===== src/rtl/cfg_uart_pkg.sv =====
// Shared definitions for the 3-byte configuration UART link.
// Used by both the host-side initiator and the device-side receiver.
package cfg_uart_pkg;

    localparam int          CMD_BYTES       = 3;
    localparam int          RSP_BYTES       = 2;
    localparam int          TO_CNT_W        = 22;
    localparam logic [21:0] TIMEOUT_CYC_DEF = 22'd2_000_000;

    typedef enum logic [2:0] {
        IDLE    = 3'd0,
        TX_MSB  = 3'd1,
        TX_B2   = 3'd2,
        TX_LSB  = 3'd3,
        WAIT_R1 = 3'd4,
        WAIT_R2 = 3'd5,
        RSP_RDY = 3'd6
    } cfg_state_e;

    // Byte idx of a command word, counted from the MSB (idx 0 goes out first).
    function automatic logic [7:0] cmd_byte(input logic [8*CMD_BYTES-1:0] c,
                                            input logic [1:0]             idx);
        logic [7:0] b;
        case (idx)
            2'd0:    b = c[23:16];
            2'd1:    b = c[15:8];
            default: b = c[7:0];
        endcase
        return b;
    endfunction

endpackage


===== src/rtl/UART.sv =====
// 8N1 UART transceiver. tx_done stays high from end of stop bit until the next trmt;
// rdy stays high until clr_rdy. rx_data is valid while rdy is high.
module UART #(
    parameter int BAUD_DIV = 434
) (
    input  logic       clk,
    input  logic       rst_n,
    input  logic [7:0] tx_data,
    input  logic       trmt,
    output logic       tx_done,
    output logic [7:0] rx_data,
    output logic       rdy,
    input  logic       clr_rdy,
    output logic       TX,
    input  logic       RX
);

    localparam logic [15:0] BAUD_RELOAD = 16'(BAUD_DIV - 1);
    localparam logic [15:0] BAUD_HALF   = 16'(BAUD_DIV / 2 - 1);

    logic [8:0]  tx_shft_q, tx_shft_d;
    logic [15:0] tx_baud_q, tx_baud_d;
    logic [3:0]  tx_bits_q, tx_bits_d;
    logic        tx_busy_q, tx_busy_d;
    logic        tx_done_q, tx_done_d;

    logic        rx_sync1_q, rx_sync2_q, rx_prev_q;
    logic [7:0]  rx_shft_q, rx_shft_d;
    logic [15:0] rx_baud_q, rx_baud_d;
    logic [3:0]  rx_bits_q, rx_bits_d;
    logic        rx_busy_q, rx_busy_d;
    logic        rdy_q, rdy_d;

    always_comb begin
        tx_shft_d = tx_shft_q;
        tx_baud_d = tx_baud_q;
        tx_bits_d = tx_bits_q;
        tx_busy_d = tx_busy_q;
        tx_done_d = tx_done_q;
        if (trmt) begin
            tx_shft_d = {tx_data, 1'b0};
            tx_baud_d = BAUD_RELOAD;
            tx_bits_d = 4'd0;
            tx_busy_d = 1'b1;
            tx_done_d = 1'b0;
        end else if (tx_busy_q) begin
            if (tx_baud_q == 16'd0) begin
                // ones shift in behind the data, so the last period is the stop bit
                tx_shft_d = {1'b1, tx_shft_q[8:1]};
                tx_baud_d = BAUD_RELOAD;
                tx_bits_d = tx_bits_q + 4'd1;
                if (tx_bits_q == 4'd9) begin
                    tx_busy_d = 1'b0;
                    tx_done_d = 1'b1;
                end
            end else begin
                tx_baud_d = tx_baud_q - 16'd1;
            end
        end
    end

    always_comb begin
        rx_shft_d = rx_shft_q;
        rx_baud_d = rx_baud_q;
        rx_bits_d = rx_bits_q;
        rx_busy_d = rx_busy_q;
        rdy_d     = clr_rdy ? 1'b0 : rdy_q;
        if (!rx_busy_q) begin
            if (rx_prev_q && !rx_sync2_q) begin
                rx_busy_d = 1'b1;
                rx_baud_d = BAUD_HALF;
                rx_bits_d = 4'd0;
            end
        end else if (rx_baud_q == 16'd0) begin
            rx_baud_d = BAUD_RELOAD;
            rx_bits_d = rx_bits_q + 4'd1;
            if (rx_bits_q == 4'd0) begin
                // start bit no longer low at mid-bit: glitch, drop it
                if (rx_sync2_q) rx_busy_d = 1'b0;
            end else begin
                rx_shft_d = {rx_sync2_q, rx_shft_q[7:1]};
                if (rx_bits_q == 4'd8) begin
                    rx_busy_d = 1'b0;
                    rdy_d     = 1'b1;
                end
            end
        end else begin
            rx_baud_d = rx_baud_q - 16'd1;
        end
    end

    always_ff @(posedge clk or negedge rst_n) begin
        if (!rst_n) begin
            tx_shft_q  <= 9'h1FF;
            tx_baud_q  <= 16'd0;
            tx_bits_q  <= 4'd0;
            tx_busy_q  <= 1'b0;
            tx_done_q  <= 1'b0;
            rx_sync1_q <= 1'b1;
            rx_sync2_q <= 1'b1;
            rx_prev_q  <= 1'b1;
            rx_shft_q  <= 8'h00;
            rx_baud_q  <= 16'd0;
            rx_bits_q  <= 4'd0;
            rx_busy_q  <= 1'b0;
            rdy_q      <= 1'b0;
        end else begin
            tx_shft_q  <= tx_shft_d;
            tx_baud_q  <= tx_baud_d;
            tx_bits_q  <= tx_bits_d;
            tx_busy_q  <= tx_busy_d;
            tx_done_q  <= tx_done_d;
            rx_sync1_q <= RX;
            rx_sync2_q <= rx_sync1_q;
            rx_prev_q  <= rx_sync2_q;
            rx_shft_q  <= rx_shft_d;
            rx_baud_q  <= rx_baud_d;
            rx_bits_q  <= rx_bits_d;
            rx_busy_q  <= rx_busy_d;
            rdy_q      <= rdy_d;
        end
    end

    assign TX      = tx_shft_q[0];
    assign tx_done = tx_done_q;
    assign rx_data = rx_shft_q;
    assign rdy     = rdy_q;

endmodule


===== src/rtl/cfg_host_uart.sv =====
// Host-side initiator: sends a 24-bit command MSB first, collects a 16-bit response.
//   state   | meaning
//   IDLE    | waiting for snd_cmd
//   TX_MSB  | cmd[23:16] on the wire
//   TX_B2   | cmd[15:8] on the wire
//   TX_LSB  | cmd[7:0] on the wire
//   WAIT_R1 | waiting for response high byte, timeout running
//   WAIT_R2 | waiting for response low byte, timeout running
//   RSP_RDY | resp valid until acknowledged or a new command
module cfg_host_uart
    import cfg_uart_pkg::*;
#(
    parameter logic [21:0] TIMEOUT_CYC = TIMEOUT_CYC_DEF,
    parameter int          BAUD_DIV    = 434
) (
    input  logic                     clk,
    input  logic                     rst_n,
    input  logic                     snd_cmd,
    input  logic [8*CMD_BYTES-1:0]   cmd,
    input  logic                     clr_resp_rdy,
    input  logic                     RX,
    output logic                     TX,
    output logic                     busy,
    output logic                     resp_rdy,
    output logic [8*RSP_BYTES-1:0]   resp,
    output logic                     timeout
);

    localparam logic [TO_CNT_W-1:0] TO_LAST = TIMEOUT_CYC - 22'd1;

    cfg_state_e             state_q, state_d;
    logic [8*CMD_BYTES-1:0] cmd_q, cmd_d;
    logic [7:0]             resp_hi_q, resp_hi_d;
    logic [8*RSP_BYTES-1:0] resp_q, resp_d;
    logic                   resp_rdy_q, resp_rdy_d;
    logic                   busy_q, busy_d;
    logic                   timeout_q, timeout_d;
    logic [TO_CNT_W-1:0]    to_cnt_q, to_cnt_d;

    logic [7:0] tx_data;
    logic       trmt;
    logic       tx_done;
    logic [7:0] rx_data;
    logic       rdy;
    logic       clr_rdy;

    UART #(
        .BAUD_DIV(BAUD_DIV)
    ) u_uart (
        .clk    (clk),
        .rst_n  (rst_n),
        .tx_data(tx_data),
        .trmt   (trmt),
        .tx_done(tx_done),
        .rx_data(rx_data),
        .rdy    (rdy),
        .clr_rdy(clr_rdy),
        .TX     (TX),
        .RX     (RX)
    );

    always_comb begin
        state_d    = state_q;
        cmd_d      = cmd_q;
        resp_hi_d  = resp_hi_q;
        resp_d     = resp_q;
        resp_rdy_d = resp_rdy_q;
        busy_d     = busy_q;
        timeout_d  = timeout_q;
        to_cnt_d   = to_cnt_q;
        trmt       = 1'b0;
        clr_rdy    = 1'b0;
        tx_data    = cmd_byte(cmd_q, 2'd0);

        case (state_q)
            IDLE, RSP_RDY: begin
                clr_rdy = rdy;
                if (snd_cmd) begin
                    // first byte comes straight from cmd; cmd_q is not loaded yet
                    cmd_d      = cmd;
                    tx_data    = cmd_byte(cmd, 2'd0);
                    trmt       = 1'b1;
                    timeout_d  = 1'b0;
                    resp_rdy_d = 1'b0;
                    busy_d     = 1'b1;
                    state_d    = TX_MSB;
                end else if ((state_q == RSP_RDY) && clr_resp_rdy) begin
                    resp_rdy_d = 1'b0;
                    state_d    = IDLE;
                end
            end
            TX_MSB: begin
                clr_rdy = rdy;
                tx_data = cmd_byte(cmd_q, 2'd1);
                if (tx_done) begin
                    trmt    = 1'b1;
                    state_d = TX_B2;
                end
            end
            TX_B2: begin
                clr_rdy = rdy;
                tx_data = cmd_byte(cmd_q, 2'd2);
                if (tx_done) begin
                    trmt    = 1'b1;
                    state_d = TX_LSB;
                end
            end
            TX_LSB: begin
                clr_rdy = rdy;
                if (tx_done) begin
                    to_cnt_d = '0;
                    state_d  = WAIT_R1;
                end
            end
            WAIT_R1, WAIT_R2: begin
                to_cnt_d = (to_cnt_q == '1) ? to_cnt_q : to_cnt_q + 22'd1;
                // a byte arriving on the last allowed cycle still counts
                if (rdy) begin
                    clr_rdy = 1'b1;
                    if (state_q == WAIT_R1) begin
                        resp_hi_d = rx_data;
                        state_d   = WAIT_R2;
                    end else begin
                        resp_d     = {resp_hi_q, rx_data};
                        resp_rdy_d = 1'b1;
                        busy_d     = 1'b0;
                        state_d    = RSP_RDY;
                    end
                end else if (to_cnt_q == TO_LAST) begin
                    clr_rdy   = 1'b1;
                    timeout_d = 1'b1;
                    busy_d    = 1'b0;
                    state_d   = IDLE;
                end
            end
            default: begin
                state_d = IDLE;
            end
        endcase
    end

    always_ff @(posedge clk or negedge rst_n) begin
        if (!rst_n) begin
            state_q    <= IDLE;
            cmd_q      <= '0;
            resp_hi_q  <= 8'h00;
            resp_q     <= '0;
            resp_rdy_q <= 1'b0;
            busy_q     <= 1'b0;
            timeout_q  <= 1'b0;
            to_cnt_q   <= '0;
        end else begin
            state_q    <= state_d;
            cmd_q      <= cmd_d;
            resp_hi_q  <= resp_hi_d;
            resp_q     <= resp_d;
            resp_rdy_q <= resp_rdy_d;
            busy_q     <= busy_d;
            timeout_q  <= timeout_d;
            to_cnt_q   <= to_cnt_d;
        end
    end

    assign busy     = busy_q;
    assign resp_rdy = resp_rdy_q;
    assign resp     = resp_q;
    assign timeout  = timeout_q;

endmodule


===== config.mk =====
export PLATFORM = sky130hd
export DESIGN_NAME = cfg_host_uart
export DESIGN_NICKNAME = d
export VERILOG_FILES = /design/src/rtl/cfg_uart_pkg.sv /design/src/rtl/UART.sv /design/src/rtl/cfg_host_uart.sv
export SDC_FILE = /design/constraint.sdc
export NUM_CORES = 1
export LEC_CHECK = 0
export CORE_MARGIN = 10
export CORE_UTILIZATION = 45
export DETAILED_ROUTE_END_ITERATION = 8
export GPL_ROUTABILITY_DRIVEN = 0
export GPL_TIMING_DRIVEN = 0
export SKIP_LAST_GASP = 1
export SLEW_MARGIN = 20
export SYNTH_ARGS = -nofsm -noshare
export SYNTH_HDL_FRONTEND = slang
export SYNTH_SLANG_ARGS = --single-unit

===== constraint.sdc =====
create_clock -name clk -period 2.8 [get_ports clk]
set_input_delay 0.56 -clock clk [delete_from_list [all_inputs] [get_ports clk]]
set_output_delay 0.56 -clock clk [all_outputs]
set_load 0.02 [all_outputs]

### Word-level counts from Yosys, hierarchy flattened

Cells that the tools add are included.

* bits in registers: 140
* input bits: 29
* output and inout bits: 20
* word-level logic and storage cells: 148

* add/sub/neg operators: 5
* equality and inequality tests: 23
* muxes and demuxes: 68
* bitwise operators: 2
* reductions and logical operators: 29

Operators by type and width (count)
* $mux 16: 6
* $mux 22: 2
* $pmux 22 s2: 1
* $mux 1: 34
* $logic_not 16->1: 2
* $sub 16x1->16 const B: 2
* $mux 9: 3
* $mux 4: 6
* $pmux 8 s3: 1
* $add 22x1->22 const B: 1
* $eq 22x21->1 const B: 1
* $eq 22x22->1 const B: 1
* $mux 3: 7
* $pmux 3 s5: 1
* $reduce_and 3->1: 5
* $ne 2x2->1 const B: 6
* $reduce_and 4->1: 3
* $reduce_bool 2->1: 6
* $pmux 1 s2: 5
* $eq 3x3->1 const B: 3
* $add 4x1->4 const B: 2
* $eq 4x4->1 const B: 2
* $mux 8: 1
* $ne 2x1->1 const B: 4
* 14 further kinds: 22

### Depth between registers and ports, before layout

Gate-level depths: netlist of the first run.

* word-level depth: 9
* depth in mapped cells: 8
* gate-level depth less buffers: 7

### Cells and area by module

From an unflattened synthesis of the first run, not the netlist that was laid out.

* cell total of the unflattened synthesis: 738
* area total of the unflattened synthesis: 7186.9 um2

By module, submodules not included
* cfg_host_uart: instances 1, cells an instance 385, area each 3771.1 um2, seq. area each 1901.8 um2
* UART: instances 1, cells an instance 353, area each 3415.8 um2, seq. area each 1616.6 um2

### Least setup slack after synthesis of the first run

Ideal clock, no wire load.

* path kind: register -> register
* from: register u_uart.rx_baud_q[5]
* to: register u_uart.rx_shft_q[0] (netlist: u_uart.rx_data[0])
* setup time: 0.125 ns
* arrival: 1.799 ns
* required time: 2.675 ns
* path slack: 0.876 ns
* cell stages (with the launch flop): 7
* path buffers: 1
* clock period less this slack: 1.924 ns
* path through: dfrtp_1 nor4_4 and4_4 and2_4 buf_6 o21ai_4 mux2_4

* cells in the longest elaborated chain, start to end: 2

RTL lines
* start, declared: RTL line UART.sv:29 `logic [15:0] rx_baud_q, rx_baud_d;`
* start signal, assigned: RTL line UART.sv:117 `rx_baud_q <= rx_baud_d;`
* $logic_not 16->1: RTL line UART.sv:74 `end else if (rx_baud_q == 16'd0) begin`
* $reduce_and 3->1 (no source line)
* end signal, assigned: RTL line UART.sv:116 `rx_shft_q <= rx_shft_d;`
* end, declared: RTL line UART.sv:28 `logic [7:0] rx_shft_q, rx_shft_d;`

Every way passes these cells.
A chain may end at the register's enable or synchronous reset.

### Worst setup path after layout of the first run

* from: input port snd_cmd
* to: register u_uart.tx_shft_q[2]

* cells in the longest elaborated chain, start to end: 4
* elaborated cells between the ends (all ways): 8
* classes of those cells: 5 x mux; 3 x reduce/logical

RTL lines
* start, declared: RTL line cfg_host_uart.sv:18 `input logic snd_cmd,`
* $mux 1: RTL line cfg_host_uart.sv:78 `if (snd_cmd) begin`
* $pmux 1 s2: RTL line cfg_host_uart.sv:75 `case (state_q)`
* $reduce_bool 2->1 (no source line)
* $reduce_and 2->1 (no source line)
* end signal, assigned: RTL line UART.sv:108 `tx_shft_q <= tx_shft_d;`
* end, declared: RTL line UART.sv:21 `logic [8:0] tx_shft_q, tx_shft_d;`

Several ways; a longest one is shown, not always the timed one.

==> key figures, run 1 <==
Finish
  • Area growth, synth to finish: 19.5%
  • Final #Nets: 780
  • Most frequent cells in the layout: 125 x dfrtp_1, 115 x nand2_1, 57 x nor2_1, 47 x clkdlybuf4s50_1, 30 x o21ai_0
  • Commonest non-fill, non-tap cell in the layout: dfrtp_1
  • Share of layout cells above drive strength 1: roughly 15%
  • Ant diodes: 0

Clock tree
  • Post-CTS setup repair buffer count: 0
  • Worst skew pair latency: about 420 ps
  • CTS tree: yes
  • CTS resizes: 0
  • CTS Buf Count: 17
  • CTS clk-pin slew, worst paths: roughly 70 ps
  • Depth of the CTS H-tree: 4
  • CTS Root Cell: clkbuf_16
  • CTS sink count: 137
  • Max Buffers Root-to-Sink: 2
  • Hold_buf cts: 0

Timing
  • Final Cycle Share: 81.9%
  • Layout Skew: 9.77 ps
  • Final Max Tran Viols: 0
  • Hold Violations, Final: 0
  • Hold Slack: 25.7 ps
  • Max frequency: between 400 and 500 MHz
  • Actual slew at the worst max-slew pin: 898 ps
  • Count of final setup violators: 0
  • Crit path time final: between 2000 and 2500 ps
  • RSZ-0062 raised after global routing: no
  • Rel. slew slack: 39.9%
  • Worst setup margin: a little over 500 ps

Critical path
  • Slowest CP cell: clkdlybuf4s50_1
  • CP Launch Point: snd_cmd
  • CP endpoint kind: flop
  • Crit path capture: u_uart.tx_shft_q[2]$_DFFE_PN1P_
  • Worst stage delay on the critical path: 650 ps
  • CP Data Required Time: 3130 ps
  • CP Launch Type: primary input
  • Critical Path, Cell by Cell: clkdlybuf4s50_1 -> or4b_4 -> o211a_1 -> o21ai_1 -> buf_4 -> nor2_1 -> a311oi_1
  • Crit path max fanout: 10
  • Critical Path AT: between 2000 and 3000 ps
  • R2R depth: 6
  • Reg-to-Reg End: resp_hi_q[6]$_DFFE_PN0P_
  • Reg-to-reg critical path startpoint: state_q[2]$_DFFE_PN0P_
  • Bufs and invs on worst path: 2
  • R2r setup slk: approximately 560 ps
  • Kind of critical path: in -> reg
  • Critical path depth: 7
  • CP top delay family: buffers and inverters

Power and ir drop
  • Power Dens Cells: between 500 and 600 nW/um^2
  • Peak VDD IR: roughly 0.0004 V
  • Leakage: around 3.6 nW

Floorplanning
  • Die area: around 20000 sq um
  • DIE HEIGHT: 143 um
  • Placeable Area: roughly 15000 sq um
  • FP Rows: 44
  • Die width: approximately 140 um
  • Initial Util: between 40% and 50%
  • I/O Pins: 49

Routing
  • # DRC: 0
  • Via density: about 5.6
  • DRT iter0 DRCs: 266
  • DRT Pass-1 Iters: 5
  • DR WL/cell: around 17 um
  • Routed wire length: 15900 um
  • DRT antenna net count: 0
  • Vias post-DR: 5277

Yosys
  • Synth Instances: 674
  • Yosys reg bits: around 140
  • Seq/Total Area, Yosys: between 50 and 60%
  • Synth Warn #: 0
  • Number of enable flip-flop cells after synthesis: 0
  • Yosys cell types: 68
  • Net Count, Synth: 712
  • Most used DFF post-synth: dfrtp_1
  • FFs w/ async S/R, synth: 100%
  • Post-synthesis cell area: just under 7000 sq um
  • Mean Syn Cell Area: approximately 10 sq um

Hold path
  • Hold Crit Class: in -> async

Placement
  • Port Buffer Count: 48
  • Detailed placer's ending HPWL: 11200 um
  • Placement Setup Slack: approximately 30 ps

Run
  • # Max-Cap Violations: 0

GRT
  • Largest net degree at the start of global routing: 91
  • Vias in the first global route: between 5000 and 6000
  • Initial antenna violation count: 0
  • GRT Util Overall: 16.3%
  • First-pass GRT wire length: 26900 um
  • Remaining Overflow, GRT: 0

Status
  • Outcome: finished, final reports clean
==> stage by stage <==
| stage | TNS, ps | cells | power (mW) | util, % | area [sq um] |
|---|---|---|---|---|---|
| after floorplan | 0 | 674 | 2.45 | - | 6800 |
| after global placement | -560850 | 906 | 2.59 | 51.3 | 7510 |
| after detailed placement | 0 | 907 | 2.62 | 51.5 | 7540 |
| after CTS | 0 | 939 | 4.87 | 55.5 | 8120 |
| after global routing | 0 | 939 | 5.01 | 55.5 | 8120 |
| final | 0 | 939 | 4.80 | 55.5 | 8120 |
==> cell usage after synthesis, drive strengths merged (4+ instances only) <==
cell,number,area share (%)
nand3,24,1.8
a311oi,5,0.64
a31oi,7,0.64
ha,9,1.7
a22oi,8,0.88
mux2,36,6.4
o21ai,34,2.7
a21oi,23,1.7
nor2,58,3.3
nor2b,8,0.74
and4,5,0.68
or3,4,0.37
o31ai,5,0.55
and3,4,0.37
clkbuf,15,0.83
nor3,13,0.96
dfrtp,125,46
mux2i,5,0.74
inv,9,0.50
o211ai,10,1.2
nand2,115,6.4
and2,5,0.50
nor4,19,2.5
dfstp,12,4.6
nand4,14,1.4
nand2b,9,0.83
xor2,17,2.2
buf,16,1.3
xnor2,12,1.5
==> worst min path at each step <==
stage	from	to	slack [ps]
finish	rst_n	u_uart.tx_bits_q[3]$_DFFE_PN0P_	30
global route	rst_n	u_uart.tx_bits_q[3]$_DFFE_PN0P_	40
CTS	rst_n	u_uart.tx_bits_q[3]$_DFFE_PN0P_	40
detailed placement	u_uart.rx_sync1_q$_DFF_PN1_	u_uart.rx_sync2_q$_DFF_PN1_	350
global placement	u_uart.rx_sync1_q$_DFF_PN1_	u_uart.rx_sync2_q$_DFF_PN1_	350
floorplan	rst_n	busy$_DFFE_PN0P_	260
==> registers in the layout, indices dropped and copies added (netlist names), 3 cells and up <==
signal,count
resp_hi_q,8
cmd_q,21
u_uart.rx_baud_q,16
resp,16
u_uart.tx_baud_q,16
state_q,3
to_cnt_q,22
u_uart.tx_bits_q,4
u_uart.rx_data,8
u_uart.rx_bits_q,4
u_uart.tx_shft_q,9
==> per-layer routing <==
metal | up-vias | GRT usage, % | routed length [um]
met5 | - | 0 | 0
met4 | 0 | 5.37 | 168
met3 | 17 | 4.34 | 653
met2 | 99 | 26.9 | 7850
met1 | 2615 | 20.3 | 7200
li1 | 2546 | - | -
==> worst reg2reg max path: cells and delay by family (launching register included) <==
kind,cells,cell delay (ps)
muxes,1,420
buffers and inverters,2,460
DFF,1,320
and+or+nand+nor,3,940
==> power breakdown <==
group / internal (mW) / total, mW / switching, mW / leakage, nW
sequential: 2.07 / 2.20 / 0.124 / 1.80
clock: 1.26 / 2.22 / 0.961 / 0.278
combinational: 0.175 / 0.384 / 0.209 / 1.55
total: 3.51 / 4.80 / 1.29 / 3.63
==> final cells by class <==
type,count,area [sq um]
Sequential cell,137,3440
Clock inverter,15,156
Fill cell,1308,6520
Timing Repair Buffer,49,513
Multi-Input combinational cell,497,3180
Inverter,9,33.8
Buffer,31,141
Tap cell,184,230
Clock buffer,17,425
==> cells by family (layout without fill, tap and decap cells) <==
logic type,Yosys count,after routing,share of synthesized area (%)
mux,41,41,7.14
xor+xnor,29,29,3.74
fa+ha+maj,9,9,1.66
flops,137,137,50.7
compound gates,122,122,12.3
buf+inv,40,121,2.58
simple gates,296,296,21.9
No activity file was read; power rests on OpenSTA's default activity.
==> inputs of run 2 (changes only) <==
clock period = 2.4 ns   (was 2.8 ns; I/O delays follow)
==> run 2 against run 1 <==
First-iteration DRC count decreased by 7.9%. Worst setup slack lost 350 ps. Worst hold slack better by 340 ps. Critical endpoint is now resp_hi_q[6]$_DFFE_PN0P_. Via count grew 0.34%. Combinational power rose by 17%. Clock power up 17%. Wire length up 0.33%. Critical path type is now reg -> reg. Largest power group unchanged.
==> key figures, run 2 (same netlist as run 1, synthesis figures left out) <==
Routing
  • Vias post-DR: 5295 (+0.34%)
  • DRT Pass-1 Iters: 5 (unchanged)
  • DRT iter0 DRCs: 245 (-7.9%)
  • # DRC: 0 (unchanged)
  • Routed wire length: 15900 um (+0.33%)
  • DRT antenna net count: 0 (unchanged)
  • Via density: 5.63 (+0.23%)
  • DR WL/cell: 16.9 um (+0.23%)

Hold path
  • Hold Crit Class: reg -> reg

GRT
  • Remaining Overflow, GRT: 0 (unchanged)
  • Vias in the first global route: 5278 (+0.095%)
  • First-pass GRT wire length: 26900 um (+0.16%)
  • Largest net degree at the start of global routing: 91 (unchanged)
  • Initial antenna violation count: 0 (unchanged)
  • GRT Util Overall: 16.3% (+0.021 points)

Floorplanning
  • Initial Util: 46.4% (unchanged)
  • Die width: 143 um (unchanged)
  • FP Rows: 44 (unchanged)
  • Placeable Area: 14600 sq um (unchanged)
  • I/O Pins: 49 (unchanged)
  • Die area: 20400 sq um (unchanged)
  • DIE HEIGHT: 143 um (unchanged)

Critical path
  • CP Data Required Time: 2700 ps (-430 ps)
  • Critical Path AT: 2550 ps (-70 ps)
  • CP endpoint kind: flop
  • Crit path max fanout: 8 (-2)
  • CP Launch Type: flop
  • Kind of critical path: reg -> reg

Timing
  • Count of final setup violators: 0 (unchanged)
  • Actual slew at the worst max-slew pin: 899 ps (+1.61 ps)
  • Max frequency: 445 MHz
  • Layout Skew: 9.34 ps (-0.431 ps)
  • RSZ-0062 raised after global routing: no
  • Final Max Tran Viols: 0 (unchanged)
  • Hold Violations, Final: 0 (unchanged)
  • Rel. slew slack: 39.8% (-0.11 points)
  • Crit path time final: 2250 ps
  • Final Cycle Share: 93.5%
  • Hold Slack: 362 ps (+336 ps)

Placement
  • Detailed placer's ending HPWL: 11200 um (unchanged)
  • Cells after DPL: 907 (unchanged)
  • Port Buffer Count: 48 (unchanged)

Clock tree
  • Worst skew pair latency: 420 ps (about the same)
  • CTS Buf Count: 17 (unchanged)
  • CTS clk-pin slew, worst paths: 60 ps (about the same)
  • CTS Root Cell: clkbuf_16
  • Depth of the CTS H-tree: 4 (unchanged)
  • Post-CTS setup repair buffer count: 0 (unchanged)
  • CTS tree: yes
  • Max Buffers Root-to-Sink: 2 (unchanged)
  • CTS sink count: 137 (unchanged)

Finish
  • Max reg flops: 22 (unchanged)
  • Commonest non-fill, non-tap cell in the layout: dfrtp_1
  • Final #Nets: 781 (+0.13%)
  • Area growth, synth to finish: 19.8%
  • Share of layout cells above drive strength 1: 15.7% (+0.24 points)
  • Ant diodes: 0 (unchanged)
  • Most frequent cells in the layout: 125 x dfrtp_1, 115 x nand2_1, 57 x nor2_1, 47 x clkdlybuf4s50_1, 30 x o21ai_0
  • Reg with most FFs: to_cnt_q
  • Non-filler cells, final: 940 (+0.11%)
  • Top flop regs: to_cnt_q: 22 flops, cmd_q: 21 flops

Power and ir drop
  • Peak VDD IR: 0.000479 V (+17%)
  • Leakage: 3.64 nW (+0.19%)
  • Power Dens Cells: 689 nW/um^2 (+16%)

Status
  • Outcome: finished, final reports clean

Run
  • # Max-Cap Violations: 0 (unchanged)
run 2: changes by cell type in the layout (fill, tap and decap cells not counted), sizes merged:
cell	change
dlygate4sd3	+1
run 2: metrics by stage:
step	instance area [sq um]	setup WS (ps)	power [mW]	util [%]	setup TNS, ps
after floorplan	6800	476	2.86	-	0
after global placement	7510	-4580	3.03	51.3	-608690
after detailed placement	7540	-290	3.06	51.5	-5000
after CTS	8130	149	5.68	55.5	0
after global routing	8140	8.34	5.85	55.6	0
final	8140	155	5.61	55.6	0
run 2: power breakdown:
group	internal, mW	switching (mW)
registers	2.42	0.146
logic	0.205	0.245
clock network	1.47	1.12
run 2: final timing paths:
kind / startpoint / to / slack, ps / cells past startpoint
setup / recovery: state_q[2]$_DFFE_PN0P_ / resp_hi_q[6]$_DFFE_PN0P_ / 150 / 6
hold reg to reg: u_uart.rx_sync1_q$_DFF_PN1_ / u_uart.rx_sync2_q$_DFF_PN1_ / 360 / 0
max in group asynchronous: rst_n / u_uart.rx_sync2_q$_DFF_PN1_ / 1060 / 3
min in group asynchronous: rst_n / u_uart.tx_bits_q[3]$_DFFE_PN0P_ / 560 / 2
setup reg to reg: state_q[2]$_DFFE_PN0P_ / resp_hi_q[6]$_DFFE_PN0P_ / 150 / 6
hold / removal: u_uart.rx_sync1_q$_DFF_PN1_ / u_uart.rx_sync2_q$_DFF_PN1_ / 360 / 0
run 2: final cells by class:
| class | instances | area (sq um) |
|---|---|---|
| Tap cell | 184 | 230 |
| Clock inverter | 15 | 156 |
| Buffer | 31 | 141 |
| Sequential cell | 137 | 3440 |
| Fill cell | 1307 | 6500 |
| Timing Repair Buffer | 50 | 523 |
| Inverter | 9 | 33.8 |
| Multi-Input combinational cell | 497 | 3190 |
| Clock buffer | 17 | 425 |
run 2: per-layer routing:
layer / wire [um] / GRT usage (%)
met4: 187 / 5.37
met3: 623 / 4.31
met1: 7260 / 20.3
met2: 7850 / 26.9
met5: 0 / 0
run 2: timing repair:
item	CTS	global route
setup endpoints to repair	0	6
hold buffers	1	0
resized for setup	0	2
hold endpoints to repair	41	0
run 2: critical path: stages, from the launching register on:
cell,delay [ps]
dfrtp_1,320
clkbuf_1,270
nor2b_1,180
buf_2,190
nand2_1,70
nor2_1,690
mux2_2,420
